### src/rtl/pipeline_sequencer.sv
// pipeline_sequencer: 5-stage pipeline control for stage valids, enables, stalls, halt and memory timeout
module pipeline_sequencer #(
  parameter int MEM_TIMEOUT = 64,
  parameter int PERF_W = 16
) (
  input  logic              clk,
  input  logic              rst_n,
  input  logic              fetchValid,
  input  logic              hazardStall,
  input  logic              branchTaken,
  input  logic              memAccess,
  input  logic              memReady,
  input  logic              haltWB,
  input  logic              resume,
  output logic              pcEnable,
  output logic              ifidEnable,
  output logic              idexEnable,
  output logic              exmemEnable,
  output logic              memwbEnable,
  output logic              ifidFlush,
  output logic              idexBubble,
  output logic              validID,
  output logic              validEX,
  output logic              validMEM,
  output logic              validWB,
  output logic              halted,
  output logic              memError,
  output logic [PERF_W-1:0] stallCycles
);
  localparam int WW = $clog2(MEM_TIMEOUT + 1);
  typedef enum logic [1:0] {RUN, MEMWAIT, HALTED} state_t;
  state_t            state_q, state_d;
  logic [WW-1:0]     wait_q, wait_d;
  logic [3:0]        valid_q, valid_d;
  logic              err_q, err_d, halted_q, halted_d;
  logic [PERF_W-1:0] stall_q, stall_d;
  logic              mem_stall, br, hz, hlt, go, frz, take_br, take_hz;
  // valid_q bit 0 is ID, bit 3 is WB
  always_comb begin
    mem_stall = valid_q[2] & memAccess & ~memReady;
    br = valid_q[1] & branchTaken;
    hz = valid_q[0] & hazardStall;
    hlt = valid_q[3] & haltWB;
    go = (state_q == RUN) | ((state_q == MEMWAIT) & memReady);
    frz = ~go | hlt | ((state_q == RUN) & mem_stall);
    take_br = ~frz & br;
    take_hz = ~frz & ~br & hz;
    pcEnable = ~frz & ~take_hz;
    ifidEnable = pcEnable;
    idexEnable = ~frz;
    exmemEnable = ~frz;
    memwbEnable = ~frz;
    ifidFlush = take_br;
    idexBubble = take_br | take_hz;
  end
  always_comb begin
    state_d = state_q;
    wait_d = wait_q;
    err_d = err_q;
    valid_d[0] = ifidEnable ? fetchValid & ~ifidFlush : valid_q[0];
    valid_d[1] = idexEnable ? valid_q[0] & ~idexBubble : valid_q[1];
    valid_d[2] = exmemEnable ? valid_q[1] : valid_q[2];
    valid_d[3] = memwbEnable ? valid_q[2] : valid_q[3];
    stall_d = (~pcEnable & (state_q != HALTED) & ~&stall_q) ? stall_q + 1'b1 : stall_q;
    case (state_q)
      RUN: begin
        if (hlt) state_d = HALTED;
        else if (mem_stall) begin
          state_d = MEMWAIT;
          wait_d = WW'(1);
        end
      end
      MEMWAIT: begin
        if (memReady) begin
          state_d = hlt ? HALTED : RUN;
          wait_d = '0;
        end else if (wait_q == WW'(MEM_TIMEOUT - 1)) begin
          err_d = 1'b1;
          state_d = HALTED;
          wait_d = '0;
        end else wait_d = wait_q + 1'b1;
      end
      HALTED: begin
        if (resume) begin
          state_d = RUN;
          err_d = 1'b0;
          valid_d[3] = 1'b0;
        end
      end
      default: state_d = RUN;
    endcase
    halted_d = state_d == HALTED;
  end
  always_ff @(posedge clk or negedge rst_n) begin
    if (!rst_n) begin
      state_q <= RUN;
      wait_q <= '0;
      valid_q <= '0;
      err_q <= 1'b0;
      halted_q <= 1'b0;
      stall_q <= '0;
    end else begin
      state_q <= state_d;
      wait_q <= wait_d;
      valid_q <= valid_d;
      err_q <= err_d;
      halted_q <= halted_d;
      stall_q <= stall_d;
    end
  end
  assign validID = valid_q[0];
  assign validEX = valid_q[1];
  assign validMEM = valid_q[2];
  assign validWB = valid_q[3];
  assign halted = halted_q;
  assign memError = err_q;
  assign stallCycles = stall_q;
endmodule

### config.mk
export PLATFORM = sky130hd
export DESIGN_NAME = pipeline_sequencer
export DESIGN_NICKNAME = d
export VERILOG_FILES = /design/src/rtl/pipeline_sequencer.sv
export SDC_FILE = /design/constraint.sdc
export NUM_CORES = 1
export LEC_CHECK = 0
export BUFFER_PORTS_ARGS = -buffer_cell sky130_fd_sc_hd__buf_2
export CORE_UTILIZATION = 40
export DETAILED_ROUTE_END_ITERATION = 8
export SLEW_MARGIN = 10
export SYNTH_ARGS = -nofsm -noshare
export SYNTH_HDL_FRONTEND = slang
export SYNTH_SLANG_ARGS = --single-unit
### constraint.sdc
create_clock -name clk -period 2 [get_ports clk]
set_clock_uncertainty 0.05 [all_clocks]
set_input_delay 0.3 -clock clk [delete_from_list [all_inputs] [get_ports clk]]
set_output_delay 0.3 -clock clk [all_outputs]
set_load 0.1 [all_outputs]
## After elaboration in Yosys (flattened, before gate mapping)

Index checks and enable logic that the tools add are counted.

- Register bits after elaboration: 31
- Bits of input ports: 9
- Logic and storage cells: 73

- Add/subtract/negate cells: 2
- Equal/unequal tests: 10
- Mux-type cells: 19
- Bitwise operators: 27
- Reduce and logical (&&, ||, !) cells: 7

Operator list:

| cell | count |
|---|---|
| 7-bit 2-to-1 mux | 4 |
| 16-bit by 1-bit adder with 16-bit output (second input constant) | 1 |
| 16-bit AND reduction | 1 |
| 1-bit AND | 15 |
| 7-bit one-hot mux with 2 select lines | 1 |
| 2-bit 2-to-1 mux | 6 |
| 2-bit != test (second input constant) | 5 |
| 1-bit NOT | 8 |
| 7-bit by 1-bit adder with 7-bit output (second input constant) | 1 |
| 7-bit by 6-bit == test with 1-bit output (second input constant) | 1 |
| 1-bit 2-to-1 mux | 6 |
| 2-bit one-hot mux with 3 select lines | 1 |
| 2-bit == test (second input constant) | 2 |
| 1-bit bitwise OR | 4 |
| 4-bit AND reduction | 1 |
| 2-bit nonzero test | 2 |
| 3-bit AND reduction | 1 |
| 2-bit by 1-bit == test with 1-bit output (second input constant) | 1 |
| 2-bit logical NOT | 1 |
| 2-bit by 1-bit != test with 1-bit output (second input constant) | 1 |
| 1-bit one-hot mux with 2 select lines | 1 |
| 1-bit logical NOT | 1 |

## Longest topological paths before layout

- Word-level depth: 14
- Depth in mapped cells: 7
- Gate-level depth less buffers: 6

## Worst setup path before layout

Ideal clock, no wire load.

- Path kind: reg2out
- Start point: register valid_q[3]
- End point: output port pcEnable
- Arrival: 3.310 ns
- Data required time: 1.650 ns
- Path slack: -1.660 ns
- Cell stages (with the launch flop): 6
- Cell sequence: dfrtp_1 -> a21o_1 -> o21bai_2 -> buf_2 -> nor2_1 -> buf_4

- Word-level cells in the longest chain between the ends: 8

RTL lines:

| element | line | source |
|---|---|---|
| start: declaration | 34 | `logic [3:0] valid_q, valid_d;` |
| start signal: assignment | 105 | `valid_q <= valid_d;` |
| 1-bit AND * | 43 | `hlt = valid_q[3] & haltWB;` |
| 1-bit bitwise OR * (2 in a row) | 45 | `frz = ~go \| hlt \| ((state_q == RUN) & mem_stall);` |
| 1-bit NOT * | 47, 48 |  |
| 1-bit AND (2 in a row) | 47 | `take_hz = ~frz & ~br & hz;` |
| 1-bit NOT | 48 | `pcEnable = ~frz & ~take_hz;` |
| 1-bit AND * | 48 |  |
| end: declaration | 15 | `output logic pcEnable,` |

Every way passes the cells marked *; elsewhere a longest branch is shown, timed or not.

## Final worst setup path

- Start point: register valid_q[3]
- End point: output port memwbEnable

- Word-level cells in the longest chain between the ends: 4

RTL lines:

| element | line | source |
|---|---|---|
| 1-bit AND | 43 |  |
| 1-bit bitwise OR (2 in a row) | 45 |  |
| 1-bit NOT | 52 | `memwbEnable = ~frz;` |
| end: declaration | 19 | `output logic memwbEnable,` |

Every way passes these cells.

==> flow_metrics.tcl <==
set metrics [dict create \
    ys.flop_type "dfrtp_1" \
    antenna_found_initial 0 \
    io_buffers 37 \
    synthCells 159 \
    synth_top_area_share_pct 48.6 \
    worst-setup-path-type "reg2out" \
    grt_first_pass_wirelength_um 6000 \
    post-route-period-util_pct 97.3 \
    syn-cell-area_sq_um 1600 \
    drc 0 \
    slowest_stage "dfrtp_4" \
    vias 1329 \
    clk_pin_slew_ns 0.06 \
    die_h_um 65.2 \
    final_cell_mix "30 x buf_2, 20 x nand2_1, 12 x dfrtp_2" \
    dp_hpwl_um 2450 \
    hold_ws_ns -0.000459 \
    grt-ovfl-total 0 \
    io_pins 38 \
    fin_area_sq_um 2180 \
    cts_sinks 31 \
    cts_buffers 5 \
    ys_warn_count 0 \
    synthMuxAreaShare_pct 1.41 \
    slew_headroom_pct 55.0 \
    row_count 22 \
    die_w_um 65.2 \
    synth_edf_count 0 \
    synth_fa_ha_area_share_pct 1.57 \
    cp-end-kind "primary output" \
    synth_nets 170 \
    layout_commonest_cell "buf_2" \
    final_layout_size_suffix_gt1_share_pct 43.7 \
    grt_max_degree 32 \
    cp_max_fo 4 \
    via_per_inst 5.23 \
    antenna_cells 0 \
    hold_path.class "in2async" \
    placed_cell_area_sq_um 2020 \
    slowest_delay_ns 0.47 \
    ys_types 38 \
    clock_latency_ns 0.28 \
    nets 216 \
    cts_max_level 2 \
    finalSetupViolations 0 \
    grt_pass1_vias 1307 \
    first_iter_violations 55 \
    start_util_pct 42.6 \
    worstMarginPinSlew_ns 0.675 \
    synth_top_family_by_area "simple AND/OR/NAND/NOR gates" \
    post-place-ws_ns 0.110 \
    async_flop_share_pct 100 \
    routed_wl_um 3460 \
    fin_ws_ns 0.0548 \
    cp-startpoint "valid_q[3]" \
    dr.pass1.iters 4 \
    clockBufferDepth 2 \
    instances_no_fill 254 \
    wl_per_cell_um 13.6 \
    rsz0062_at_grt "true" \
    status "finished, violations left" \
    r2r_slack_ns 0.13 \
    cts-root-buf "clkbuf_8" \
    post-place-cells 239 \
    r2r_cells 7 \
    r2r_start "valid_q[3]" \
    arrival_ns 1.60 \
    cts_tree "built" \
    synth-compound-area-share_pct 13.1 \
    max_freq_mhz 514 \
    ys_ff_latch 31 \
    synth_area_leaders "dfrtp_1 49%, xnor2_1 6.0%, nand2_1 4.7%, xor2_1 3.3%, nor2_1 3.1%" \
    maxCapViolations 0 \
    worst_ep_required_time_ns 1.65 \
    worstReg2RegEnd "stallCycles[9]" \
    post-route-min-period_ns 1.95 \
    finalHoldViolCount 3 \
    final-max-slew-violation-count 0 \
    syn2layout_area_growth_pct 36.4 \
    core_area_sq_um 3740 \
    synthSimpleGateAreaFrac_pct 22.5 \
    ys_seq_area_share_pct 48.6 \
    worstSetupStartpointType "flop" \
    synth-xor-area-share_pct 9.33 \
    grtUsageTotal_pct 18.9 \
    hold_buffers 0 \
    postRouteAntennaNets 0 \
    die_area_sq_um 4250 \
    gp_congestion 0.802 \
    path_cells "a21o_1, o21bai_4, buf_4, clkinvlp_4, buf_12" \
    endpoint "memwbEnable" \
    violations "hold timing" \
    syn_avg_cell_area_sq_um 10.0 \
    synth_top_area_cell "dfrtp_1" \
]
==> registers in the layout (all words and copies together) (netlist names) <==
signal and flops:
valid_q 4, memError 1, halted 1, state_q 2, stallCycles 16, wait_q 7
==> area by class of cell <==
type                    count  area (sq um)
repair buffers             46           370
clock buffers               7          76.3
well taps                  48          60.1
multi-input cells         117           826
inverters                   4          18.8
clock inverters             1          5.00
flip-flops and latches     31           821
fillers                   328          1570
==> stage by stage <==
stage / utilization (%) / setup TNS [ns]
after floorplan: - / -1.41
after global placement: 53.9 / 0
after detailed placement: 53.9 / 0
after CTS: 57.8 / 0
after global routing: 58.2 / -0.103
final: 58.2 / 0
==> Yosys cell counts (all sizes together), types with 4 or more instances <==
master and instances:
xor2 6, nand2b 5, nand4 5, a21oi 4
nor2 14, inv 4, nor3 8, xnor2 11
o21ai 5, nand2 20, buf 5, dfrtp 31
nand3 9
==> worst max-delay path, delay by kind of cell (launching register included) <==
kind	cells	cell delay [ns]
compound gates	2	0.37
buf+inv	3	0.48
flops	1	0.47
==> repair_timing <==
| action | 4_1_cts | 5_1_grt |
|---|---|---|
| cloned | 0 | 0 |
| gates resized for setup | 1 | 1 |
| hold endpoints to repair | 0 | 0 |
| pin swaps | 3 | 3 |
| buffers inserted | 6 | 1 |
| setup endpoints to repair | 7 | 13 |
==> kinds of logic (layout without fill, tap and decap cells) <==
family          after synthesis  count (layout)
fa+ha+maj                     2               2
compound gates               27              27
simple gates                 69              69
flops                        31              31
mux                           2               2
buf+inv                      11              58
xor+xnor                     17              17
==> routing by layer <==
metal | GRT usage [%] | share of wire (%) | vias up
met2 | 32.0 | 50 | 28
met3 | 5.90 | 3.5 | 5
met1 | 22.3 | 45 | 649
met5 | 0 | 0 | -
li1 | - | - | 647
met4 | 7.34 | 1.1 | 0
==> worst min-delay path by stage <==
stage / start / to / cells past startpoint
2_1_floorplan: rst_n / halted / 0
6_report: rst_n / wait_q[6] / 1
4_1_cts: rst_n / memError / 1
3_3_place_gp: rst_n / wait_q[4] / 1
3_5_place_dp: rst_n / memError / 1
5_1_grt: rst_n / memError / 1
Power is not shown: default switching activity piles up to over one toggle a cycle in this logic, so the estimate is an artifact.
